<file path="src/rtl/telemetry_tx_scheduler.sv">
// Schedules the single UART transmitter. It sends periodic 10-byte game-state frames,
// which take priority over 2-byte event messages. Messages are never interleaved.
module telemetry_tx_scheduler #(
    parameter int unsigned FRAME_PERIOD = 200_000,
    parameter logic [7:0]  HDR_BYTE     = 8'hAA,
    parameter logic [7:0]  FTR_BYTE     = 8'h55,
    parameter logic [7:0]  EVT_BYTE     = 8'hE5
) (
    input  logic       clk,
    input  logic       rst,
    input  logic [3:0] score_left,
    input  logic [3:0] score_right,
    input  logic [3:0] pos_left,
    input  logic [3:0] pos_right,
    input  logic [5:0] ball_x,
    input  logic [5:0] ball_y,
    input  logic [3:0] ball_radius,
    input  logic       evt_valid,
    input  logic [7:0] evt_data,
    output logic       evt_ready,
    input  logic       tx_busy,
    output logic       tx_start,
    output logic [7:0] tx_data,
    output logic       frame_sent,
    output logic [7:0] overrun_cnt
);
    localparam int unsigned CNT_W = (FRAME_PERIOD > 1) ? $clog2(FRAME_PERIOD) : 1;
    localparam logic [CNT_W-1:0] CNT_LAST = CNT_W'(FRAME_PERIOD - 1);

    typedef enum logic [1:0] {IDLE, START, WAIT_ACK, WAIT_DONE} state_t;

    state_t           state;
    logic [CNT_W-1:0] period_cnt;
    logic             tick;
    logic             frame_pend;
    logic             src_frame;
    logic [3:0]       idx;
    logic [3:0]       idx_nxt;
    logic             last_byte;
    logic [7:0]       evt_latch;
    logic [7:0]       chk;
    logic [7:0]       nxt_frame_byte;
    logic [3:0]       snap_sl, snap_sr, snap_pl, snap_pr, snap_br;
    logic [5:0]       snap_bx, snap_by;

    assign tick = (period_cnt == CNT_LAST);

    always_ff @(posedge clk or posedge rst) begin
        if (rst)       period_cnt <= '0;
        else if (tick) period_cnt <= '0;
        else           period_cnt <= period_cnt + 1'b1;
    end

    // The snapshot is only written on an accepted tick, so an in-flight frame stays coherent.
    always_ff @(posedge clk or posedge rst) begin
        if (rst) begin
            snap_sl <= '0;
            snap_sr <= '0;
            snap_pl <= '0;
            snap_pr <= '0;
            snap_bx <= '0;
            snap_by <= '0;
            snap_br <= '0;
        end else if (tick && !frame_pend) begin
            snap_sl <= score_left;
            snap_sr <= score_right;
            snap_pl <= pos_left;
            snap_pr <= pos_right;
            snap_bx <= ball_x;
            snap_by <= ball_y;
            snap_br <= ball_radius;
        end
    end

    always_comb begin
        chk = {4'h0, snap_sl} ^ {4'h0, snap_sr} ^ {4'h0, snap_pl} ^ {4'h0, snap_pr}
            ^ {2'b00, snap_bx} ^ {2'b00, snap_by} ^ {4'h0, snap_br};
        idx_nxt        = idx + 4'd1;
        last_byte      = src_frame ? (idx == 4'd9) : (idx == 4'd1);
        nxt_frame_byte = FTR_BYTE;
        case (idx_nxt)
            4'd1:    nxt_frame_byte = {4'h0, snap_sl};
            4'd2:    nxt_frame_byte = {4'h0, snap_sr};
            4'd3:    nxt_frame_byte = {4'h0, snap_pl};
            4'd4:    nxt_frame_byte = {4'h0, snap_pr};
            4'd5:    nxt_frame_byte = {2'b00, snap_bx};
            4'd6:    nxt_frame_byte = {2'b00, snap_by};
            4'd7:    nxt_frame_byte = {4'h0, snap_br};
            4'd8:    nxt_frame_byte = chk;
            default: nxt_frame_byte = FTR_BYTE;
        endcase
    end

    // tx_start/tx_data are loaded on entry to START, so the pulse coincides with the START cycle.
    always_ff @(posedge clk or posedge rst) begin
        if (rst) begin
            state       <= IDLE;
            frame_pend  <= 1'b0;
            src_frame   <= 1'b0;
            idx         <= '0;
            evt_latch   <= '0;
            tx_start    <= 1'b0;
            tx_data     <= '0;
            evt_ready   <= 1'b0;
            frame_sent  <= 1'b0;
            overrun_cnt <= '0;
        end else begin
            tx_start   <= 1'b0;
            evt_ready  <= 1'b0;
            frame_sent <= 1'b0;

            if (tick) begin
                if (!frame_pend)              frame_pend  <= 1'b1;
                else if (overrun_cnt != 8'hFF) overrun_cnt <= overrun_cnt + 8'd1;
            end

            case (state)
                IDLE: begin
                    if (frame_pend) begin
                        src_frame <= 1'b1;
                        idx       <= '0;
                        tx_data   <= HDR_BYTE;
                        tx_start  <= 1'b1;
                        state     <= START;
                    end else if (!tick && evt_valid) begin
                        evt_ready <= 1'b1;
                        evt_latch <= evt_data;
                        src_frame <= 1'b0;
                        idx       <= '0;
                        tx_data   <= EVT_BYTE;
                        tx_start  <= 1'b1;
                        state     <= START;
                    end
                end
                START: state <= WAIT_ACK;
                WAIT_ACK: begin
                    if (tx_busy) state <= WAIT_DONE;
                end
                WAIT_DONE: begin
                    if (!tx_busy) begin
                        if (last_byte) begin
                            state <= IDLE;
                            if (src_frame) begin
                                frame_pend <= 1'b0;
                                frame_sent <= 1'b1;
                            end
                        end else begin
                            idx      <= idx_nxt;
                            tx_data  <= src_frame ? nxt_frame_byte : evt_latch;
                            tx_start <= 1'b1;
                            state    <= START;
                        end
                    end
                end
                default: state <= IDLE;
            endcase
        end
    end
endmodule

</file>
<file path="config.mk">
export PLATFORM = sky130hd
export DESIGN_NAME = telemetry_tx_scheduler
export DESIGN_NICKNAME = d
export VERILOG_FILES = /design/src/rtl/telemetry_tx_scheduler.sv
export SDC_FILE = /design/constraint.sdc
export NUM_CORES = 1
export LEC_CHECK = 0
export BUFFER_PORTS_ARGS = -buffer_cell sky130_fd_sc_hd__buf_2
export CORE_ASPECT_RATIO = 0.9
export CORE_MARGIN = 2
export CORE_UTILIZATION = 40
export CTS_BUF_LIST = sky130_fd_sc_hd__clkbuf_4
export DETAILED_ROUTE_END_ITERATION = 10
export GPL_ROUTABILITY_DRIVEN = 0
export PLACE_DENSITY_LB_ADDON = 0.12
export SYNTH_ARGS = -nofsm -noshare
export SYNTH_HDL_FRONTEND = slang
export SYNTH_SLANG_ARGS = --single-unit
export TNS_END_PERCENT = 10
</file>
<file path="constraint.sdc">
create_clock -name clk -period 3.3 [get_ports clk]
set_input_delay 0.33 -clock clk [delete_from_list [all_inputs] [get_ports clk]]
set_output_delay 0.33 -clock clk [all_outputs]
set_load 0.02 [all_outputs]
</file>
# Word level (Yosys, flattened, before mapping)
# Index checks and enable logic that the tools add are counted.
# op_classes
n_eq_ne,19
n_mux,38
n_reduce_logical,12
bitwise,7
addsub,3
# ops
op,count
$pmux 7 s8,1
$mux 8,5
$mux 1,19
$add 18x1->18 const B,1
$eq 18x18->1 const B,1
$mux 18,1
$eq 4x3->1 const B,4
$mux 4,4
$pmux 8 s2,1
$xor 4x4->4,3
$reduce_and 3->1,3
$add 8x1->8 const B,1
$eq 4x1->1 const B,2
$eq 4x2->1 const B,2
$eq 4x4->1 const B,2
$mux 2,4
$ne 8x8->1 const B,1
$pmux 2 s4,1
$pmux 4 s2,1
$ne 2x2->1 const B,3
$xor 4x6->6,1
$xor 6x4->6,1
$xor 6x6->6,1
$add 4x1->4 const B,1
11 further kinds,15
# word_totals
register_bits,85
word_cells,97
input_bits,44
out_inout_bits,19

# Longest topological paths before layout
# logic_depth
depth_word,11
depth_mapped,10
ltp_nobuf,8

# Worst setup path after synthesis
# Ideal clock, no wire load.
# synth_timing
path_type,register to register
from,reg idx[0]
to,reg tx_data[0]
t_arrival_ps,2037
stages_incl_launch_ff,11
setup_ps,123
required_ps,3177
period_less_slack_ps,2160
slack_ps,1140
n_path_buf,2
path_cell_list,dfrtp_1 -> clkbuf_1 -> inv_1 -> ha_1 -> clkbuf_1 -> nor4_1 -> nor3_1 -> nand3_1 -> o211a_1 -> or3_4 -> o221a_1
# synth_between
elab_chain_len,7
elab_cells_between_ends,19
cone_classes,add/sub: 1; eq/ne: 11; mux: 6; reduce/logical: 1
# synth_lines
item,line_no,rtl
"start, declared",37,logic [3:0] idx;
"start signal, assigned",148,idx <= idx_nxt;
$add 4x1->4,78,idx_nxt = idx + 4'd1;
$eq 4x4->1 (tied with other cells),81,case (idx_nxt)
$pmux 7 s8,81,
$mux 8,149,tx_data <= src_frame ? nxt_frame_byte : evt_latch;
$mux 8,141,if (last_byte) begin
$mux 8,140,if (!tx_busy) begin
$pmux 8 s2,117,case (state)
"end signal, assigned",149,
"end, declared",23,"output logic [7:0] tx_data,"
# Parallel ways exist; a longest one is shown, timed or not. The select of a mux whose other input is x is not followed.
# A chain may end at the register's enable or synchronous reset.

# Worst setup path after layout
# layout_timing
from,reg idx[1]
to,reg tx_data[2]
# The elaborated chain is that of the path after synthesis.

==> impl_metrics.py <==
metrics = {
    "clock_network": {
        "cts_tree": "yes",
        "clockBufferDepth": 2,
        "post_cts_resize_count": 0,
        "cts_inserted_buffers": 9,
        "clk_pin_slew_ns": 0.13,
        "postCtsSetupRepairBufs": 0,
        "numClockSinks": 85,
        "clock_tree.htree_level_count": 3,
        "clock_latency_ns": 0.44,
        "clock_tree.root_cell": "clkbuf_4",
    },
    "power": {
        "power_leakage_nw": 2.35,
        "design_power_total_w": 0.00282,
        "pwr_density_cell_nw_per_um2": 557,
        "peakVddDrop_mv": 0.255,
    },
    "synth": {
        "syn-cell-area_um2": 4450,
        "syn-instance-count": 404,
        "synth_enable_flop_cells": 0,
        "ys_top_cells_by_count": "85 x dfrtp_1, 41 x mux2_2, 33 x xnor2_1",
        "synth_seq_area_share": 0.478,
        "synthDominantAreaCellType": "dfrtp_1",
        "synth_ff_type": "dfrtp_1",
        "count_leader_synth": "dfrtp_1",
        "netlist-cell-type-count": 63,
        "yosys-top-cells-area": "dfrtp_1 48%, mux2_2 10%, xnor2_1 6.5%",
        "yosys_register_bits": 85,
        "async_flop_share": 1.00,
        "yosys_warnings": 0,
        "synthesis.nets": 458,
        "syn-mean-instance-area_um2": 11.0,
        "synth_largest_type_area_fraction": 0.478,
    },
    "floorplanning": {
        "row_count": 36,
        "die-area_um2": 12000,
        "initial_cell_density_of_the_core": 0.410,
        "io-pin-count": 63,
        "dieHeight_um": 104,
        "design.core.area_um2": 10900,
        "die_w_um": 115,
    },
    "drt": {
        "wire_per_inst_um": 15.4,
        "antenna_violating_nets_post_route": 0,
        "drtIter0Drc": 151,
        "drt-total-wl_mm": 9.55,
        "drc": 0,
        "drt-vias-per-instance": 5.17,
        "vias": 3203,
        "total_iterations_of_the_first_detailed_routing_run": 5,
    },
    "timing": {
        "min_period_over_period": 0.780,
        "max_freq_mhz": 389,
        "final-max-slew-violation-count": 0,
        "worst_clock_skew_ns": 0.0126,
        "slew-limit-headroom": 0.469,
        "actual_slew_at_the_worst_max_slew_pin_ns": 0.794,
        "fin_hold_ws_ns": 0.112,
        "setup_viol": 0,
        "hold_viol": 0,
        "total_negative_setup_slack_ns": 0,
        "rsz0062_at_grt": "false",
        "timing.final.crit_period_ns": 2.57,
    },
    "cells_and_area": {
        "finalInstanceArea_um2": 5050,
        "seq_area_um2": 2130,
        "post_route_cells_drive_above_1_share": 0.287,
        "fin_nets": 517,
        "fillers": 1068,
        "area_growth_from_synthesis_to_layout_pct": 13.6,
        "antenna_cells": 0,
        "final_util": 0.466,
        "area_occupied_by_multi_input_gates_um2": 2180,
    },
    "min_path": {
        "min_path_type": "input pin to register",
    },
    "critical_path": {
        "crit_path_end_kind": "register",
        "timing.setup.critical_path_class": "register to register",
        "cp-start-kind": "register",
        "required_ns": 3.63,
        "critPathArrivalTime_ns": 2.90,
        "critical_path_peak_fanout": 14,
    },
    "place": {
        "dp_hpwl_mm": 6.93,
        "postPlaceCellArea_um2": 4890,
        "port_buf_inserts": 62,
    },
    "run": {
        "cap_violations": 0,
    },
    "grt": {
        "grt_pass1_wl_mm": 16.3,
        "grt.total_usage": 0.173,
        "antenna_found_initial": 0,
        "grt_max_degree": 47,
        "first_global_vias": 3278,
        "globalRouteOverflowTotal": 0,
    },
    "outcome": {
        "result_of_the_run": "completed",
    },
}
worst paths after layout:
check / from / to / slack (ns) / cells after the start
worst max-delay path: idx[1] / tx_data[2] / 0.73 / 8
worst min-delay path: evt_data[1] / evt_latch[1] / 0.11 / 2
worst max register to register: idx[1] / tx_data[2] / 0.73 / 8
worst min register to register: period_cnt[4] / period_cnt[4] / 0.48 / 1
max in group asynchronous: rst / tx_data[3] / 2.08 / 4
min in group asynchronous: rst / period_cnt[1] / 0.54 / 3
final cells by class:
class | instances | share of cell area
multi-input combinational | 289 | 0.432
sequential | 85 | 0.421
timing repair buffer | 66 | 0.0703
tap | 152 | 0.0376
clock inverter | 5 | 0.0151
clock buffer | 10 | 0.0149
inverter | 12 | 0.00916
worst max-delay path: stages (launching register included):
cell,delay [ns]
dfrtp_1,0.50
inv_1,0.15
ha_1,0.47
o21ai_0,0.20
a31oi_1,0.24
nand4_1,0.12
o211a_1,0.22
or3_4,0.36
o221a_1,0.22
report_power, final:
part / switching, W / internal [W]
Combinational: 0.000504 / 0.000359
Sequential: 0.000125 / 0.00118
Clock: 0.000344 / 0.000308
Total: 0.000973 / 0.00185
per-layer routing:
layer | wire (um) | up-vias | global-route usage | share of wire
met3 | 389 | 11 | 0.0478 | 0.041
met5 | 0 | - | 0 | 0
met1 | 4380 | 1578 | 0.226 | 0.46
met2 | 4640 | 60 | 0.279 | 0.49
li1 | - | 1554 | - | -
met4 | 138 | 0 | 0.0508 | 0.014
per-stage QoR:
stage	setup WS [ns]	instances
after floorplan	0.777	404
after global placement	0.866	603
after detailed placement	0.800	603
after CTS	0.772	619
after global routing	0.523	619
final	0.726	619
what timing repair did:
item	in CTS	in global routing
hold endpoints to repair	1	0
endpoints found under the setup margin	0	0
hold buffers	1	0
state kept, by name (all words and copies together), names as in the netlist, 2 cells and up:
name         count
period_cnt      18
evt_latch        8
overrun_cnt      8
tx_data          8
snap_bx          6
snap_by          6
idx              4
snap_br          4
snap_pl          4
snap_pr          4
snap_sl          4
snap_sr          4
state            2
placed cells by master (no fill, tap or decap), types with 3 or more instances in the layout:
cell type,n
nand2b_1,5
a22oi_1,3
o21a_1,3
and2_1,3
nand2_1,27
mux2_2,41
nand3_1,12
ha_1,10
nor2b_1,6
dfrtp_1,85
nor4_1,3
and3_1,3
nor3_1,4
clkbuf_4,10
xor2_1,13
nor2_1,26
a21boi_0,3
a22o_1,4
a21oi_1,12
nand4_1,9
a222oi_1,5
inv_1,11
buf_2,62
xnor2_1,33
o21ai_0,15
o22ai_1,3
cells by family after synthesis:
group | Yosys count | synth area share
simple gates | 120 | 0.150
flops | 85 | 0.478
compound gates | 71 | 0.116
xor+xnor | 46 | 0.0906
mux | 42 | 0.106
buf+inv | 30 | 0.0309
fa+ha+maj | 10 | 0.0281
Power figures use the tool's default switching activity.
